--- config.mk ---
export PLATFORM = sky130hd
export DESIGN_NAME = am2901
export DESIGN_NICKNAME = d
export VERILOG_FILES = /design/src/rtl/am2901.sv
export SDC_FILE = /design/constraint.sdc
export NUM_CORES = 1
export LEC_CHECK = 0
export CORE_MARGIN = 3
export CORE_UTILIZATION = 49
export CTS_CLUSTER_DIAMETER = 200
export DETAILED_ROUTE_END_ITERATION = 8
export PLACE_DENSITY_LB_ADDON = 0.08
export SLEW_MARGIN = 20
export SYNTH_ARGS = -nofsm -noshare
export SYNTH_HDL_FRONTEND = slang
export SYNTH_SLANG_ARGS = --single-unit
--- constraint.sdc ---
create_clock -name clk -period 5.2 [get_ports clk]
set_clock_uncertainty 0.15 [all_clocks]
set_input_delay 0.52 -clock clk [delete_from_list [all_inputs] [get_ports clk]]
set_output_delay 0.52 -clock clk [all_outputs]
set_load 0.005 [all_outputs]
--- src/rtl/am2901.sv ---
`default_nettype none
// ============================================================================
// Module   : am2901
// Purpose  : 4-bit microprocessor slice. A 16x4 two-port register file, a Q
//            working register and an 8-function ALU, all steered by a 9-bit
//            microinstruction (destination / function / source).
//            Outputs are purely combinational from the inputs and the stored
//            state. Stored state changes only on the rising clock edge.
// Revision : 1.0  initial release
// ----------------------------------------------------------------------------
// Ports
//   clk, reset_n         clock, asynchronous active-low reset
//   I[8:0]               [8:6] destination, [5:3] function, [2:0] source
//   A, B                 register-file read addresses (B is also the write address)
//   D                    direct data input
//   Cn                   carry in, active high
//   OE_n                 Y output enable, active low
//   RAM0_in, RAM3_in     shift-in values for the F shifter
//   Q0_in, Q3_in         shift-in values for the Q shifter
//   Y, Y_oe              data output (0 when disabled), enable = !OE_n
//   RAMx_out/oe, Qx_out/oe  shift-out values and their pin drive enables
//   nG, nP               active-low group generate / propagate
//   Cn4, OVR             carry out, signed overflow
//   F3, F_zero           sign of F, F == 0
// ============================================================================
module am2901 (
   input  logic       clk,
   input  logic       reset_n,
   input  logic [8:0] I,
   input  logic [3:0] A,
   input  logic [3:0] B,
   input  logic [3:0] D,
   input  logic       Cn,
   input  logic       OE_n,
   input  logic       RAM0_in,
   input  logic       RAM3_in,
   input  logic       Q0_in,
   input  logic       Q3_in,
   output logic [3:0] Y,
   output logic       Y_oe,
   output logic       RAM0_out,
   output logic       RAM3_out,
   output logic       Q0_out,
   output logic       Q3_out,
   output logic       RAM0_oe,
   output logic       RAM3_oe,
   output logic       Q0_oe,
   output logic       Q3_oe,
   output logic       nG,
   output logic       nP,
   output logic       Cn4,
   output logic       OVR,
   output logic       F3,
   output logic       F_zero
);

   localparam logic [2:0] DST_QREG  = 3'd0;
   localparam logic [2:0] DST_NOP   = 3'd1;
   localparam logic [2:0] DST_RAMA  = 3'd2;
   localparam logic [2:0] DST_RAMF  = 3'd3;
   localparam logic [2:0] DST_RAMQD = 3'd4;
   localparam logic [2:0] DST_RAMD  = 3'd5;
   localparam logic [2:0] DST_RAMQU = 3'd6;
   localparam logic [2:0] DST_RAMU  = 3'd7;

   logic [3:0] ram_q [16];
   logic [3:0] ram_d [16];
   logic [3:0] q_q;
   logic [3:0] q_d;

   logic [2:0] dst;
   logic [2:0] fnc;
   logic [2:0] src;

   logic [3:0] ra;
   logic [3:0] rb;
   logic [3:0] r_opd;
   logic [3:0] s_opd;
   logic [3:0] r_alu;
   logic [3:0] s_alu;
   logic [4:0] sum5;
   logic [3:0] sum_lo;
   logic [3:0] g_bit;
   logic [3:0] p_bit;
   logic [3:0] f;
   logic       arith;
   logic [3:0] y_int;

   assign dst = I[8:6];
   assign fnc = I[5:3];
   assign src = I[2:0];

   // Reads see the pre-edge contents; a write to the same address appears
   // only after the edge.
   assign ra = ram_q[A];
   assign rb = ram_q[B];

   // Operand source selection
   always_comb begin
      r_opd = 4'h0;
      s_opd = 4'h0;
      case (src)
         3'd0: begin r_opd = ra;   s_opd = q_q;  end
         3'd1: begin r_opd = ra;   s_opd = rb;   end
         3'd2: begin r_opd = 4'h0; s_opd = q_q;  end
         3'd3: begin r_opd = 4'h0; s_opd = rb;   end
         3'd4: begin r_opd = 4'h0; s_opd = ra;   end
         3'd5: begin r_opd = D;    s_opd = ra;   end
         3'd6: begin r_opd = D;    s_opd = q_q;  end
         default: begin r_opd = D; s_opd = 4'h0; end
      endcase
   end

   // Subtraction is done as an addition of the complemented operand, so the
   // flags are always derived from a single adder on (r_alu, s_alu).
   assign arith = (fnc == 3'd0) || (fnc == 3'd1) || (fnc == 3'd2);
   assign r_alu = (fnc == 3'd1) ? ~r_opd : r_opd;
   assign s_alu = (fnc == 3'd2) ? ~s_opd : s_opd;

   assign sum5   = {1'b0, r_alu} + {1'b0, s_alu} + {4'b0000, Cn};
   assign sum_lo = {1'b0, r_alu[2:0]} + {1'b0, s_alu[2:0]} + {3'b000, Cn};
   assign g_bit  = r_alu & s_alu;
   assign p_bit  = r_alu | s_alu;

   always_comb begin
      f = 4'h0;
      case (fnc)
         3'd0, 3'd1, 3'd2: f = sum5[3:0];
         3'd3:             f = r_opd | s_opd;
         3'd4:             f = r_opd & s_opd;
         3'd5:             f = ~r_opd & s_opd;
         3'd6:             f = r_opd ^ s_opd;
         default:          f = ~(r_opd ^ s_opd);
      endcase
   end

   // Logic functions force the carry-chain flags to their inactive levels.
   always_comb begin
      nG  = 1'b1;
      nP  = 1'b1;
      Cn4 = 1'b0;
      OVR = 1'b0;
      if (arith) begin
         nG  = ~(g_bit[3] | (p_bit[3] & g_bit[2]) | (p_bit[3] & p_bit[2] & g_bit[1]) |
                 (p_bit[3] & p_bit[2] & p_bit[1] & g_bit[0]));
         nP  = ~(&p_bit);
         Cn4 = sum5[4];
         OVR = sum_lo[3] ^ sum5[4];
      end
   end

   assign F3     = f[3];
   assign F_zero = (f == 4'h0);

   assign y_int = (dst == DST_RAMA) ? ra : f;
   assign Y     = OE_n ? 4'h0 : y_int;
   assign Y_oe  = ~OE_n;

   // Shift pins: the LSB leaves on down shifts, the MSB leaves on up shifts.
   always_comb begin
      RAM0_out = 1'b0;
      RAM0_oe  = 1'b0;
      RAM3_out = 1'b0;
      RAM3_oe  = 1'b0;
      Q0_out   = 1'b0;
      Q0_oe    = 1'b0;
      Q3_out   = 1'b0;
      Q3_oe    = 1'b0;
      case (dst)
         DST_RAMQD: begin
            RAM0_out = f[0];
            RAM0_oe  = 1'b1;
            Q0_out   = q_q[0];
            Q0_oe    = 1'b1;
         end
         DST_RAMD: begin
            RAM0_out = f[0];
            RAM0_oe  = 1'b1;
         end
         DST_RAMQU: begin
            RAM3_out = f[3];
            RAM3_oe  = 1'b1;
            Q3_out   = q_q[3];
            Q3_oe    = 1'b1;
         end
         DST_RAMU: begin
            RAM3_out = f[3];
            RAM3_oe  = 1'b1;
         end
         default: ;
      endcase
   end

   // Next-state for the register file and Q
   always_comb begin
      for (int k = 0; k < 16; k++) begin
         ram_d[k] = ram_q[k];
      end
      q_d = q_q;
      case (dst)
         DST_QREG: q_d = f;
         DST_NOP: ;
         DST_RAMA, DST_RAMF: ram_d[B] = f;
         DST_RAMQD: begin
            ram_d[B] = {RAM3_in, f[3:1]};
            q_d      = {Q3_in, q_q[3:1]};
         end
         DST_RAMD: ram_d[B] = {RAM3_in, f[3:1]};
         DST_RAMQU: begin
            ram_d[B] = {f[2:0], RAM0_in};
            q_d      = {q_q[2:0], Q0_in};
         end
         default: ram_d[B] = {f[2:0], RAM0_in};
      endcase
   end

   always_ff @(posedge clk or negedge reset_n) begin
      if (!reset_n) begin
         for (int k = 0; k < 16; k++) begin
            ram_q[k] <= 4'h0;
         end
         q_q <= 4'h0;
      end else begin
         for (int k = 0; k < 16; k++) begin
            ram_q[k] <= ram_d[k];
         end
         q_q <= q_d;
      end
   end

endmodule
`default_nettype wire
* Word-level counts from Yosys, hierarchy flattened
Index checks and enable logic that the tools add are counted.
** Cells by class
- Add/subtract/negate cells :: 4
- Magnitude comparators :: 3
- Eq/ne operators :: 19
- Mux-type cells :: 32
- Bitwise logic cells :: 23
- Reductions and logical operators :: 19
** Operator list (number)
- $bwmux 64 :: 3
- $pmux 64 s3 :: 1
- $mux 4 :: 9
- $bmux 4 s4 :: 2
- $eq 3x3->1 const B :: 10
- $pmux 4 s3 :: 2
- $pmux 4 s5 :: 1
- $eq 3x2->1 const B :: 6
- $demux 4 s4 :: 1
- $reduce_or 2->1 :: 7
- $and 4x4->4 :: 3
- $mux 1 :: 12
- $not 4->4 :: 3
- $ge 5x5->1 const B :: 2
- $not 4->5 :: 2
- $eq 3x1->1 const B :: 3
- $logic_not 3->1 :: 3
- $reduce_or 3->1 :: 3
- $or 4x4->4 :: 2
- $pmux 4 s2 :: 1
- $add 4x4->5 :: 1
- $add 5x1->5 :: 1
- $and 1x1->1 :: 5
- $lt 5x1->1 const B :: 1
- 11 further kinds :: 16
** Word-level totals
- Register bits after elaboration :: 68
- Bits of input ports :: 29
- Output and inout bits :: 19
- Word-level logic and storage cells :: 117

* Longest topological paths before layout
- Depth in word-level cells :: 14
- Depth in mapped cells :: 18
- Gate-level depth less buffers :: 15

* Worst setup path after synthesis
Ideal clock, no wire load.
- Path type :: input -> output
- From :: input port A[1]
- To :: output port Y[2]
- Arrival time :: 4.672 ns
- Data required time :: 4.530 ns
- Setup slack :: -0.142 ns
- Stages :: 16
- Buffers on the path :: 2
- Cells stage by stage :: buf_2 -> mux4_2 -> a2bb2o_1 -> a2bb2o_1 -> a21oi_1 -> xnor2_1 -> inv_1 -> fa_1 -> fa_1 -> xnor2_1 -> a22oi_1 -> and2_1 -> a211oi_2 -> buf_2 -> a21oi_1 -> nor2_1
** Between the ends
- Longest elaborated chain between the ends :: 12
- Elaborated cells on any way between the ends :: 20
- Classes of those cells :: add/sub (2); mux (10); bitwise (8)
** RTL lines
- start, declared :: RTL line 30 : input logic [3:0] A,
- $not 4->5 (not written as such) * :: RTL line 95 : assign ra = ram_q[A];
- $bmux 4 s4 * :: RTL line 95
- $mux 4 (not written as such) * (2 in a row) :: RTL line 95
- $pmux 4 s3 / $pmux 4 s2 (equally long branches) :: RTL line 102 : case (src)
- $not 4->4, on equally long branches :: RTL line 118, 117, 131
- $mux 4, on equally long branches :: RTL line 118, 117
- $add 4x4->5 :: RTL line 120 : assign sum5 = {1'b0, r_alu} + {1'b0, s_alu} + {4'b0000, Cn};
- $add 5x1->5 :: RTL line 120
- $pmux 4 s5 :: RTL line 127 : case (fnc)
- $mux 4 * :: RTL line 155 : assign y_int = (dst == DST_RAMA) ? ra : f;
- $mux 4 * :: RTL line 156 : assign Y = OE_n ? 4'h0 : y_int;
- end, declared :: RTL line 39 : output logic [3:0] Y,
Mark *: on every way between the ends. The rest lies on a longest branch, timed or not. The select of a mux whose other input is x is not followed.

==> results.sh <==
export IMPL_viasPerCell=6.717
export IMPL_rows=38
export IMPL_cp_end_kind="output pin"
export IMPL_grt_overflow=0
export IMPL_dp_slack_ps=-855.2
export IMPL_cp_max_fo=3
export IMPL_ys_types=69
export IMPL_path_clk_slew_ps=60
export IMPL_initial_core_util_pct=51.54
export IMPL_status="finished, final reports clean"
export IMPL_antennaDiodeCount=0
export IMPL_cts_max_path_buffers=2
export IMPL_place_gp_congestion=0.9250
export IMPL_ant_nets=0
export IMPL_die_area_mm2=0.01304
export IMPL_max_clock_freq_mhz=196.8
export IMPL_grt_pass1_wl_mm=31.82
export IMPL_async_reset_ff_share_pct=100.0
export IMPL_avgRoutedWirePerCell_um=23.04
export IMPL_synth_edff_count=0
export IMPL_die_height_um=114.2
export IMPL_pwr_density_cell_mw_per_mm2=380.6
export IMPL_clk_latency_ps=340
export IMPL_dpl_cell_area_mm2=0.006855
export IMPL_num_vias=5918
export IMPL_antenna_found_initial=0
export IMPL_period_minus_slack_ps=5081
export IMPL_finalSetupViolations=0
export IMPL_cp_arrival_ps=4410
export IMPL_timing_final_crit_share_pct=97.70
export IMPL_p_total_mw=2.781
export IMPL_ir_drop_uv=222.7
export IMPL_cts_made_buffers=9
export IMPL_cts_sinks=68
export IMPL_worst_r2r_path_depth=17
export IMPL_ctsHoldBuffers=0
export IMPL_finalNetCount=779
export IMPL_leakagePower_nw=3.125
export IMPL_synthToLayoutAreaGrowth_pct=27.43
export IMPL_synthCells=632
export IMPL_final_common_cell="buf_4"
export IMPL_ff2ff_setup_slack_ps=590
export IMPL_grt_max_degree=41
export IMPL_synth_seq_cells=68
export IMPL_wl_mm=20.29
export IMPL_layout_setup_ws_ps=119.5
export IMPL_slew_viol_final=0
export IMPL_synth_fp_nets=675
export IMPL_h_tree_depth=3
export IMPL_min_path_type="input port to asynchronous set/reset pin"
export IMPL_die_w_um=114.2
export IMPL_dr_pass1_iters=5
export IMPL_cts_tree="built"
export IMPL_required_ps=4530
export IMPL_critical_path_class="flop to output pin"
export IMPL_drc_errors=0
export IMPL_final_core_util_pct=65.68
export IMPL_final_cell_mix="buf_4, dfrtp_1, nor2_1"
export IMPL_drt_iter0_markers=751
export IMPL_seq_area_frac_synth_pct=29.67
export IMPL_setup_tns_ps=0
export IMPL_synth_ff_type="dfrtp_1"
export IMPL_worst_pin_slew_ps=852.2
export IMPL_dp_hpwl_mm=15.38
export IMPL_core_mm2=0.01113
export IMPL_portBuffers=47
export IMPL_clock_root_buffer="clkbuf_16"
export IMPL_final_layout_size_suffix_gt1_share_pct=23.48
export IMPL_start_kind="flop"
export IMPL_synth_area_per_cell_um2=9.073
export IMPL_drv_cap=0
export IMPL_grt_pass1_vias=5589
export IMPL_ys_warn_count=0
export IMPL_synth_cell_area_mm2=0.005734
export IMPL_track_usage_pct=31.61
export IMPL_stdcell_area_mm2=0.007307
export IMPL_ios=48
export IMPL_finalHoldViolations=0
export IMPL_slew_headroom_pct=42.75
-- timing repair --
| action | CTS | global route |
|---|---|---|
| gates cloned | 0 | 0 |
| setup buffers | 6 | 0 |
| pin swaps | 8 | 7 |
| gates resized for setup | 24 | 19 |
| setup endpoints to repair | 25 | 5 |
| hold endpoints to repair | 0 | 0 |
-- cells in the mapped netlist, drive strengths merged (13+ instances only) --
cell type,count,share of area (%)
dfrtp,68,30
nor2,66,4.3
nand2,61,4.0
a22o,33,5.0
o21ai,31,2.7
inv,25,1.6
buf,24,2.4
clkbuf,24,1.6
mux4,24,9.5
mux2i,22,3.8
and2,21,2.3
a31oi,19,2.2
a32oi,19,2.9
o311ai,17,2.6
a21oi,16,1.4
nor2b,16,1.7
o32ai,16,2.4
a22oi,13,1.9
-- cell type report --
type                       instances  area (um2)
clock inverter                     7       81.33
timing repair buffer             141        1212
fill                             916        3819
clock buffer                       9       225.2
inverter                          25       93.84
multi-input combinational        491        3817
tap                              140       175.2
sequential                        68        1702
-- where the power goes --
group | switching, mW | internal (mW) | total (mW)
logic | 0.608 | 0.640 | 1.25
clock network | 0.264 | 0.379 | 0.643
registers | 0.194 | 0.695 | 0.889
total | 1.07 | 1.71 | 2.78
-- critical path, stage by stage, from the launching register on --
cell and delay [ps]:
dfrtp_1 410, mux4_2 450, a2bb2o_1 280, a2bb2o_2 310, a21oi_4 180, xnor2_2 140, inv_2 70, fa_2 390
fa_2 450, xnor2_4 160, a222oi_1 290, and4_2 310, a211oi_4 60, buf_4 160, nor4b_2 250, clkbuf_2 160
-- metrics by stage --
step           instances  hold slack (ps)
2_1_floorplan        632            74.41
3_3_place_gp         859            364.8
3_5_place_dp         859            363.8
4_1_cts              881            60.71
5_1_grt              881            90.74
6_report             881            43.38
-- layer usage --
metal	GRT usage [%]	vias up	part of all wire, %
met2	47.78	346	45
met1	45.79	2900	43
met4	8.709	0	2.7
li1	-	2630	-
met3	7.241	42	9.8
met5	0	-	0
-- kinds of logic after synthesis --
| logic type | after synthesis | share of synthesized area [%] |
|---|---|---|
| flops | 68 | 29.67 |
| xor+xnor | 16 | 2.444 |
| compound gates | 196 | 26.66 |
| buf+inv | 73 | 5.630 |
| fa+ha+maj | 14 | 3.317 |
| mux | 52 | 14.51 |
| simple gates | 213 | 17.76 |
-- worst max-delay path by stage --
stage | start | to | cells after the start
6_report | flop | F_zero | 15
5_1_grt | I[0] | RAM3_out | 17
4_1_cts | A[2] | Y[2] | 16
3_5_place_dp | A[1] | Y[2] | 17
3_3_place_gp | A[1] | Y[2] | 17
2_1_floorplan | A[1] | Y[2] | 16
(Power assumes the default switching activity.)
